## src/rtl/cpu_ctrl_if.sv

```systemverilog
// Instruction handshake and control-output bundle for cpu_ctrl.
// The controller uses the slave side; the requester uses the master side.
interface cpu_ctrl_if #(
    parameter int INSTR_WIDTH = 20
);
    logic [INSTR_WIDTH-1:0] instr;
    logic                   instr_valid;
    logic                   instr_ready;
    logic [1:0]             rf_raddr_a;
    logic [1:0]             rf_raddr_b;
    logic [1:0]             rf_waddr;
    logic                   rf_we;
    logic                   alu_func;
    logic                   alu_src_imm;
    logic [7:0]             imm;
    logic                   mem_re;
    logic                   mem_we;
    logic                   wb_sel_mem;
    logic                   done;
    logic [7:0]             retired_cnt;

    modport master (
        output instr, instr_valid,
        input  instr_ready, rf_raddr_a, rf_raddr_b,
        input  rf_waddr, rf_we, alu_func, alu_src_imm,
        input  imm, mem_re, mem_we, wb_sel_mem,
        input  done, retired_cnt
    );

    modport slave (
        input  instr, instr_valid,
        output instr_ready, rf_raddr_a, rf_raddr_b,
        output rf_waddr, rf_we, alu_func, alu_src_imm,
        output imm, mem_re, mem_we, wb_sel_mem,
        output done, retired_cnt
    );
endinterface

```

## src/rtl/cpu_ctrl.sv

```systemverilog
// Multi-cycle control FSM: IDLE/DECODE/EXEC/MEM/WB with registered outputs.
// Outputs are computed from the next state so they line up with the state.
module cpu_ctrl #(
    parameter int INSTR_WIDTH = 20,
    parameter int MEM_WAIT    = 0
) (
    input logic       clk,
    input logic       rst,
    cpu_ctrl_if.slave bus
);
    typedef enum logic [2:0] {
        S_IDLE, S_DECODE, S_EXEC, S_MEM, S_WB
    } state_t;

    typedef enum logic [1:0] {
        C_NOP, C_ALU, C_LOAD, C_STORE
    } cls_t;

    typedef struct packed {
        cls_t       cls;
        logic [1:0] x1;
        logic [1:0] x2;
        logic [1:0] x3;
        logic [7:0] imm;
        logic       func;
    } fields_t;

    typedef struct packed {
        logic       ready;
        logic [1:0] ra;
        logic [1:0] rb;
        logic [1:0] wa;
        logic       we;
        logic       func;
        logic       src;
        logic [7:0] imm;
        logic       re;
        logic       mwe;
        logic       wbs;
        logic       done;
    } ctl_t;

    localparam logic [3:0] MW = 4'(MEM_WAIT);

    state_t     state_q, state_d;
    logic [3:0] cnt_q, cnt_d;
    fields_t    fld_q, fld_d;
    ctl_t       out_q, out_d;
    logic [7:0] ret_q;

    logic unused_bits;
    assign unused_bits = ^bus.instr[3:1];

    always_comb begin
        state_d = state_q;
        cnt_d   = cnt_q;
        fld_d   = fld_q;
        unique case (state_q)
            S_IDLE: begin
                if (bus.instr_valid) begin
                    fld_d.cls  = cls_t'(bus.instr[19:18]);
                    fld_d.x1   = bus.instr[17:16];
                    fld_d.x2   = bus.instr[15:14];
                    fld_d.x3   = bus.instr[13:12];
                    fld_d.imm  = bus.instr[11:4];
                    fld_d.func = bus.instr[0];
                    state_d    = S_DECODE;
                end
            end
            S_DECODE: begin
                if (fld_q.cls == C_NOP) state_d = S_IDLE;
                else                    state_d = S_EXEC;
            end
            S_EXEC: begin
                if (fld_q.cls == C_ALU) begin
                    state_d = S_WB;
                end else begin
                    state_d = S_MEM;
                    cnt_d   = '0;
                end
            end
            S_MEM: begin
                if (cnt_q == MW) begin
                    if (fld_q.cls == C_LOAD) state_d = S_WB;
                    else                     state_d = S_IDLE;
                end else begin
                    cnt_d = cnt_q + 4'd1;
                end
            end
            S_WB:    state_d = S_IDLE;
            default: state_d = S_IDLE;
        endcase
    end

    // Operand setup is shared by EXEC, MEM and WB.
    always_comb begin
        out_d = '0;
        unique case (state_d)
            S_IDLE:   out_d.ready = 1'b1;
            S_DECODE: out_d.done  = (fld_d.cls == C_NOP);
            S_EXEC, S_MEM, S_WB: begin
                out_d.ra = fld_d.x2;
                unique case (1'b1)
                    fld_d.cls == C_ALU: begin
                        out_d.rb   = fld_d.x3;
                        out_d.func = fld_d.func;
                    end
                    fld_d.cls == C_STORE: begin
                        out_d.rb  = fld_d.x1;
                        out_d.src = 1'b1;
                        out_d.imm = fld_d.imm;
                    end
                    default: begin
                        out_d.src = 1'b1;
                        out_d.imm = fld_d.imm;
                    end
                endcase
                if (state_d == S_MEM) begin
                    out_d.re = (fld_d.cls == C_LOAD);
                    if (fld_d.cls == C_STORE && cnt_d == MW) begin
                        out_d.mwe  = 1'b1;
                        out_d.done = 1'b1;
                    end
                end
                if (state_d == S_WB) begin
                    out_d.wa   = fld_d.x1;
                    out_d.we   = 1'b1;
                    out_d.wbs  = (fld_d.cls == C_LOAD);
                    out_d.done = 1'b1;
                end
            end
            default: out_d = '0;
        endcase
    end

    always_ff @(posedge clk or negedge rst) begin
        if (!rst) begin
            state_q     <= S_IDLE;
            cnt_q       <= '0;
            fld_q       <= '0;
            out_q       <= '0;
            out_q.ready <= 1'b1;
            ret_q       <= '0;
        end else begin
            state_q <= state_d;
            cnt_q   <= cnt_d;
            fld_q   <= fld_d;
            out_q   <= out_d;
            ret_q   <= ret_q + 8'(out_q.done);
        end
    end

    assign bus.instr_ready = out_q.ready;
    assign bus.rf_raddr_a  = out_q.ra;
    assign bus.rf_raddr_b  = out_q.rb;
    assign bus.rf_waddr    = out_q.wa;
    assign bus.rf_we       = out_q.we;
    assign bus.alu_func    = out_q.func;
    assign bus.alu_src_imm = out_q.src;
    assign bus.imm         = out_q.imm;
    assign bus.mem_re      = out_q.re;
    assign bus.mem_we      = out_q.mwe;
    assign bus.wb_sel_mem  = out_q.wbs;
    assign bus.done        = out_q.done;
    assign bus.retired_cnt = ret_q;
endmodule

```

## src/flat_wrapper.sv

```systemverilog
// flat-port wrapper written by rule: the top's interface ports become plain ports
module cpu_ctrl_flat 
#(
    parameter int INSTR_WIDTH = 20,
    parameter int MEM_WAIT    = 0
)
  (clk, rst, bus_instr, bus_instr_valid, bus_instr_ready, bus_rf_raddr_a, bus_rf_raddr_b, bus_rf_waddr, bus_rf_we, bus_alu_func, bus_alu_src_imm, bus_imm, bus_mem_re, bus_mem_we, bus_wb_sel_mem, bus_done, bus_retired_cnt);
  cpu_ctrl_if #(.INSTR_WIDTH(INSTR_WIDTH)) bus_i ();
  input logic clk;
  input logic rst;
  input wire logic [$bits(bus_i.instr)-1:0] bus_instr;
  input wire logic [$bits(bus_i.instr_valid)-1:0] bus_instr_valid;
  output wire logic [$bits(bus_i.instr_ready)-1:0] bus_instr_ready;
  output wire logic [$bits(bus_i.rf_raddr_a)-1:0] bus_rf_raddr_a;
  output wire logic [$bits(bus_i.rf_raddr_b)-1:0] bus_rf_raddr_b;
  output wire logic [$bits(bus_i.rf_waddr)-1:0] bus_rf_waddr;
  output wire logic [$bits(bus_i.rf_we)-1:0] bus_rf_we;
  output wire logic [$bits(bus_i.alu_func)-1:0] bus_alu_func;
  output wire logic [$bits(bus_i.alu_src_imm)-1:0] bus_alu_src_imm;
  output wire logic [$bits(bus_i.imm)-1:0] bus_imm;
  output wire logic [$bits(bus_i.mem_re)-1:0] bus_mem_re;
  output wire logic [$bits(bus_i.mem_we)-1:0] bus_mem_we;
  output wire logic [$bits(bus_i.wb_sel_mem)-1:0] bus_wb_sel_mem;
  output wire logic [$bits(bus_i.done)-1:0] bus_done;
  output wire logic [$bits(bus_i.retired_cnt)-1:0] bus_retired_cnt;
  assign bus_i.instr = bus_instr;
  assign bus_i.instr_valid = bus_instr_valid;
  assign bus_instr_ready = bus_i.instr_ready;
  assign bus_rf_raddr_a = bus_i.rf_raddr_a;
  assign bus_rf_raddr_b = bus_i.rf_raddr_b;
  assign bus_rf_waddr = bus_i.rf_waddr;
  assign bus_rf_we = bus_i.rf_we;
  assign bus_alu_func = bus_i.alu_func;
  assign bus_alu_src_imm = bus_i.alu_src_imm;
  assign bus_imm = bus_i.imm;
  assign bus_mem_re = bus_i.mem_re;
  assign bus_mem_we = bus_i.mem_we;
  assign bus_wb_sel_mem = bus_i.wb_sel_mem;
  assign bus_done = bus_i.done;
  assign bus_retired_cnt = bus_i.retired_cnt;
  cpu_ctrl #(.INSTR_WIDTH(INSTR_WIDTH), .MEM_WAIT(MEM_WAIT)) u_core (.clk(clk), .rst(rst), .bus(bus_i));
endmodule
```

## config.mk

```make
export PLATFORM = sky130hd
export DESIGN_NAME = cpu_ctrl_flat
export DESIGN_NICKNAME = d
export VERILOG_FILES = /design/src/rtl/cpu_ctrl_if.sv /design/src/rtl/cpu_ctrl.sv /design/src/flat_wrapper.sv
export SDC_FILE = /design/constraint.sdc
export NUM_CORES = 1
export LEC_CHECK = 0
export ABC_AREA = 1
export CORE_MARGIN = 5
export CORE_UTILIZATION = 33
export CTS_CLUSTER_DIAMETER = 60
export DETAILED_ROUTE_END_ITERATION = 12
export PLACE_DENSITY_LB_ADDON = 0.1
export SLEW_MARGIN = 20
export SYNTH_ARGS = -nofsm -noshare
export SYNTH_HDL_FRONTEND = slang
export SYNTH_SLANG_ARGS = --single-unit
```

## constraint.sdc

```tcl
create_clock -name clk -period 3.3 [get_ports clk]
set_clock_uncertainty 0.15 [all_clocks]
set_input_delay 0.66 -clock clk [delete_from_list [all_inputs] [get_ports clk]]
set_output_delay 0.66 -clock clk [all_outputs]
set_load 0.05 [all_outputs]
```

---- After elaboration in Yosys (flattened, before gate mapping) ----
Cells that the tools add are included.
storage, ports and cells
  output and inout port bits .............. 30
  input bits .............................. 23
  logic and storage cells ................. 65
  register bits after elaboration ......... 54
operators by class
  mux-type cells .......................... 22
  add/sub/neg operators ................... 2
  eq/ne operators ......................... 12
  reductions and logical operators ........ 8
operator list
  kind                                            number
  two-way mux 17 bit                              2
  two-way mux 20 bit                              1
  two-way mux 3 bit                               5
  == test 3 x 2 -> 1 bit (second input constant)  4
  one-hot mux 3 bit (4 select lines)              1
  two-way mux 9 bit                               1
  adder 8 x 1 -> 8 bit                            1
  logical NOT 4 bit                               2
  two-way mux 4 bit                               2
  one-hot mux 4 bit (2 select lines)              1
  == test 2 bit (second input constant)           3
  == test 3 x 1 -> 1 bit (second input constant)  2
  logical NOT 3 bit                               2
  two-way mux 2 bit                               3
  adder 4 x 1 -> 4 bit (second input constant)    1
  == test 2 x 1 -> 1 bit (second input constant)  2
  logical NOT 2 bit                               2
  two-way mux 1 bit                               4
  one-hot mux 2 bit (2 select lines)              1
  == test 3 bit (second input constant)           1
  OR reduction 3 bit                              1
  one-hot mux 1 bit (2 select lines)              1
  logical AND 1 bit                               1

---- Logic depth before layout (Yosys ltp) ----
Gate-level depths: netlist (run 1).
  depth in word-level cells ............... 9
  mapped depth ............................ 10

---- Least setup slack after synthesis (run 1) ----
Ideal clock, no wire load.
  path type ............................... input port to flip-flop
  start ................................... input port bus_instr_valid
  end ..................................... register u_core.out_q (netlist bit u_core.bus.alu_src_imm)
  arrival ................................. 1426 ps
  slack ................................... 1607 ps
  cell stages on the path ................. 9
  required time ........................... 3033 ps
  cells stage by stage .................... inv_1 -> nor2_2 -> nand2_4 -> nand2_1 -> nand2_2 -> nor2_4 -> inv_2 -> nand2_8 -> inv_1
RTL lines
  what                  RTL line            text
  start, declared       flat_wrapper.sv:12  input wire logic [$bits(bus_i.instr_valid)-1:0] bus_instr_valid;
  end signal, assigned  cpu_ctrl.sv:148     out_q <= out_d;
  end, declared         cpu_ctrl.sv:48      ctl_t out_q, out_d;

---- Worst setup path after layout (run 1) ----
  start ................................... register u_core.out_q (netlist bit u_core.bus.instr_ready)
  end ..................................... output port bus_instr_ready
RTL lines
  what           RTL line            text
  end, declared  flat_wrapper.sv:13  output wire logic [$bits(bus_i.instr_ready)-1:0] bus_instr_ready;
No word-level cell between the ends.

==> metrics, run 1 <==
clk slew on worst S/H paths 0.09 ns; chip height 93.3 um; fmax 410 MHz; # Post-CTS Setup Buffers 0; DRC viols 0; TritonCTS clock tree yes; Post-Syn Instances 230; max cap viols 0; worst vdd ir 0.358 mV; status finished, final reports clean; CP Depth 1; Cell Area, Synth 2290 sq um; Starting Density 0.339; Final Cycle Share 0.739; Seq pwr share 0.360; via/cell ratio 4.29; layout cells sized above 1 0.167; Worst Max-Slew Pin Slew 0.843 ns; dpl ws 0.843 ns; crit path time final 2.44 ns; antenna cells 0; Mapped Nets 257; reg2reg start u_core.cnt_q[0]; Worst Setup SP u_core.bus.instr_ready; CP endpoint bus_instr_ready; Buf+Inv Stages, Crit Path 1; Synth-to-Final Area Change 30.3%; GRT overflow 0; die width 93.3 um; Buffers on Ports 49; via count 1575; Cell Chain, Critical Path clkdlybuf4s50_1; async set or reset register ratio after synthesis 1.00; Max-slew headroom 0.438; RSZ-0062 raised after global routing no; CP Data Required Time 2.49 ns; Root Buffer clkbuf_8; Final Hold Fails 0; pin count of the biggest net entering global routing 40; Detailed Place HPWL 3220 um; Post-DRT Antenna Nets 0; clk_lat worst skew 0.30 ns; Synth Flop Type dfrtp_1; r2r setup slk 1.53 ns; area of the die 8700 sq um; max-slew violation count 0; Core ar. 6760 sq um; Routed Wire Length 4360 um; TritonCTS buffer count 5; PwrDens 927 nW/um^2; deepest clock path buffer count 2; initial antenna violation count 0; Setup Viol. Count Final 0; switching pwr 1.24 mW; logic gate share of total power 0.494; GP Congestion 0.720; Power Internal 1.53 mW; CP delay by family, top buffers and inverters; NumNets Final 313; count of different cell masters after synthesis 27; sequential fraction of the synthesis area 0.591; Yosys warnings 0; post-route worst setup slack 0.860 ns; startpoint types flop; Hold Crit Class in -> async; Setup TNS Final 0 ns; Critical Path Max Stage Delay 0.79 ns; htree depth 2; Tot GR Track Use 0.115; R2R Path End u_core.bus.rf_raddr_a[1]; worst-path fanout max 1; Syn Area/Cell 9.95 sq um; TritonRoute pass-1 iters 4; Clock power frac 0.146; Fillers 666; EDFF count, synth 0; Wirelength per Cell 11.9 um; I/O pins 53; flops & latches, synth 54; CTS resizes 0; critical path type reg -> out; clock sinks 54; vias in the first global route 1645; CTS Hold Buffers Added 0; path depth of the worst reg2reg path 9; sw frac 0.448; first-pass GRT wire length 7760 um; standard-cell rows 30; CP endpoint kind output port; drt first-iter violations 46; CP max stage cell clkdlybuf4s50_1; Arr. time, crit path 1.63 ns; Pleak 1.47 nW
synthesized netlist by cell type, drive strengths merged (3+ instances only):
cell type / count / area (sq um)
nor2: 25 / 146
and2: 9 / 56.3
xor2: 4 / 35.0
ha: 4 / 50.1
nand3: 13 / 70.1
nand2: 65 / 304
o21ai: 3 / 15.0
a21oi: 6 / 30.0
xnor2: 3 / 26.3
nor3: 3 / 25.0
inv: 33 / 126
dfrtp: 53 / 1330
nand4: 3 / 18.8
layout by cell type (no fill, tap or decap), drive strengths merged:
master,instances
buf,3
nand4,3
xor2,4
or2,2
and2,9
o21bai,1
o21ai,3
ha,4
nor2,25
dfstp,1
clkdlybuf4s50,48
a21oi,6
nand3,13
nor3,3
nand2,65
inv,33
dfrtp,53
clkbuf,7
xnor2,3
clkinv,1
area by class of cell:
type / count / area, sq um / share of cell area
flip-flops and latches: 54 / 1350 / 0.454
multi-input cells: 141 / 797 / 0.267
repair buffers: 51 / 500 / 0.168
inverters: 33 / 126 / 0.0424
well taps: 80 / 100 / 0.0336
clock buffers: 7 / 96.3 / 0.0323
clock inverters: 1 / 8.76 / 0.00294
logic make-up (layout without fill, tap and decap cells):
family                     Yosys count  count (layout)  synth area share
AOI/OAI and AO/OA                   10              10            0.0230
buffers and inverters               35              92            0.0607
xor gates and xnor gates             7               7            0.0268
and+or+nand+nor                    120             120             0.277
adders and majority gates            4               4            0.0219
DFF                                 54              54             0.591
per-layer routing:
layer	wire, um	global-route usage	up-vias
met1	2010	0.142	728
met3	237	0.0418	4
met5	0	0	-
met2	2060	0.186	28
met4	57	0.0366	0
li1	-	-	815
metrics by stage:
step	cell area, sq um	cells	power [mW]	hold WS [ns]	util
3_3_place_gp	2880	359	2.40	0.311	0.426
5_1_grt	2980	367	2.98	0.369	0.441
2_1_floorplan	2290	230	2.00	0.214	-
3_5_place_dp	2880	359	2.40	0.318	0.426
4_1_cts	2980	367	2.81	0.330	0.441
6_report	2980	367	2.76	0.302	0.441
flip-flops by register name, summed over array words and instances, names as in the netlist, 2 cells and up:
register                count
u_core.fld_q               17
u_core.cnt_q                4
u_core.bus.rf_raddr_a       2
u_core.bus.imm              8
u_core.state_q              3
u_core.bus.retired_cnt      8
u_core.bus.rf_raddr_b       2
u_core.bus.rf_waddr         2
how the worst min path moves through the flow:
stage | to | cells after the start
2_1_floorplan | u_core.bus.alu_func | 0
3_3_place_gp | u_core.fld_q[9] | 2
3_5_place_dp | u_core.fld_q[10] | 2
4_1_cts | u_core.fld_q[14] | 1
5_1_grt | u_core.fld_q[14] | 1
6_report | u_core.bus.rf_raddr_b[0] | 1
power groups by stage:
stage | Combinational (mW) | Clock, mW | Sequential, mW
floorplan | 0.605 | 0 | 1.39
global placement | 1.38 | 0 | 1.01
detailed placement | 1.39 | 0 | 1.01
CTS | 1.39 | 0.422 | 0.998
global route | 1.50 | 0.455 | 1.02
finish | 1.37 | 0.404 | 0.993
Note: power is estimated with default switching activity, not from simulation.
==> inputs of run 2 (changes only) <==
==> constraint.sdc (replaced) <==
create_clock -name clk -period 2.5 [get_ports clk]
set_clock_uncertainty 0.15 [all_clocks]
set_input_delay 0.5 -clock clk [delete_from_list [all_inputs] [get_ports clk]]
set_output_delay 0.5 -clock clk [all_outputs]
set_load 0.05 [all_outputs]
==> metrics, run 2 (synthesis gave the netlist of run 1 again) <==
clk_lat worst skew 0.30 ns; first-pass GRT wire length 7860 um; Wirelength per Cell 12.3 um; layout cells sized above 1 0.166; Max-slew headroom 0.653; max reg flops 17; area of the die 8700 sq um; initial antenna violation count 0; most frequent cells in the layout nand2_1, dfrtp_1, clkdlybuf4s50_1; standard-cell rows 30; Core ar. 6760 sq um; I/O pins 53; drt first-iter violations 71; via count 1597; Routed Wire Length 4560 um; CP endpoint kind output port; RSZ-0062 raised after global routing no; Critical Path Max Stage Delay 0.80 ns; CP delay by family, top buffers and inverters; Final Cycle Share 0.914; Detailed Place HPWL 3430 um; Arr. time, crit path 1.64 ns; fmax 437 MHz; Hold EP u_core.bus.retired_cnt[7]; pin count of the biggest net entering global routing 24; NumNets Final 315; HP Start u_core.bus.retired_cnt[7]; CTS resizes 0; reg2reg start u_core.cnt_q[0]; vias in the first global route 1704; Post-DRT Antenna Nets 0; deepest clock path buffer count 2; clk slew on worst S/H paths 0.10 ns; CP Data Required Time 1.85 ns; worst vdd ir 0.596 mV; Final Hold Fails 0; startpoint types flop; CP max stage cell clkdlybuf4s50_1; status finished, final reports clean; Root Buffer clkbuf_8; htree depth 2; post-route worst setup slack 0.214 ns; Setup Viol. Count Final 0; Hold Crit Class reg -> reg; crit path time final 2.29 ns; Min-Delay Path Depth 1; Buf+Inv Stages, Crit Path 1; Synth-to-Final Area Change 30.2%; path depth of the worst reg2reg path 9; max-slew violation count 0; r2r setup slk 0.74 ns; clock sinks 54; Cell Chain, Critical Path clkdlybuf4s50_1; chip height 93.3 um; Worst Max-Slew Pin Slew 0.519 ns; Tot GR Track Use 0.115; Biggest register u_core.fld_q; critical path type reg -> out; DRC viols 0; via/cell ratio 4.33; TritonCTS buffer count 5; Pleak 1.47 nW; Setup TNS Final 0 ns; commonest non-fill, non-tap cell in the layout nand2_1; R2R Path End u_core.bus.rf_raddr_b[0]; Buffers on Ports 49; worst-path fanout max 1; antenna cells 0; PwrDens 1210 nW/um^2; TritonCTS clock tree yes; TritonRoute pass-1 iters 4; dpl ws 0.279 ns; die width 93.3 um; GRT overflow 0; Starting Density 0.339; GP Congestion 0.766; max cap viols 0
==> run 2: how the worst max path moves through the flow <==
stage	endpoint	cells after the start	start	slack, ns
after floorplan	u_core.bus.retired_cnt[7]	5	u_core.bus.done	0.84
after global placement	u_core.bus.rf_raddr_b[0]	9	bus_instr_valid	0.30
after detailed placement	u_core.bus.rf_raddr_b[1]	9	bus_instr_valid	0.28
after CTS	bus_instr_ready	1	u_core.bus.instr_ready	0.19
after global routing	bus_instr_ready	1	u_core.bus.instr_ready	0.16
final	bus_instr_ready	1	u_core.bus.instr_ready	0.21
==> run 2: final cells by class <==
cell class	instances	area, sq um
fillers	662	3780
flip-flops and latches	54	1350
multi-input cells	141	797
repair buffers	53	518
inverters	33	126
well taps	80	100
clock buffers	6	72.6
clock inverters	2	13.8
==> run 2: stage by stage <==
step / power, mW / instances / area [sq um] / util / hold slack (ns)
2_1_floorplan: 2.64 / 230 / 2290 / - / 0.0544
3_3_place_gp: 3.17 / 360 / 2880 / 0.427 / 0.283
3_5_place_dp: 3.19 / 360 / 2880 / 0.427 / 0.281
4_1_cts: 3.68 / 369 / 2980 / 0.441 / 0.338
5_1_grt: 3.87 / 369 / 2980 / 0.441 / 0.366
6_report: 3.61 / 369 / 2980 / 0.441 / 0.330
==> run 2: where the power goes <==
| group | total [mW] | switching [mW] | internal, mW |
|---|---|---|---|
| clock network | 0.473 | 0.275 | 0.198 |
| logic | 1.82 | 1.23 | 0.591 |
| registers | 1.31 | 0.135 | 1.18 |
| total | 3.61 | 1.64 | 1.97 |
==> run 2: per-layer routing <==
metal,track usage,vias to the layer above,routed length [um]
li1,-,813,-
met1,0.147,751,2080
met2,0.189,31,2190
met3,0.0338,2,247
met4,0.0366,0,35
met5,0,-,0
==> run 2: timing repair <==
action                    in CTS  in global routing
hold buffers                   1                  0
buffers inserted               0                  0
hold endpoints to repair      13                  0
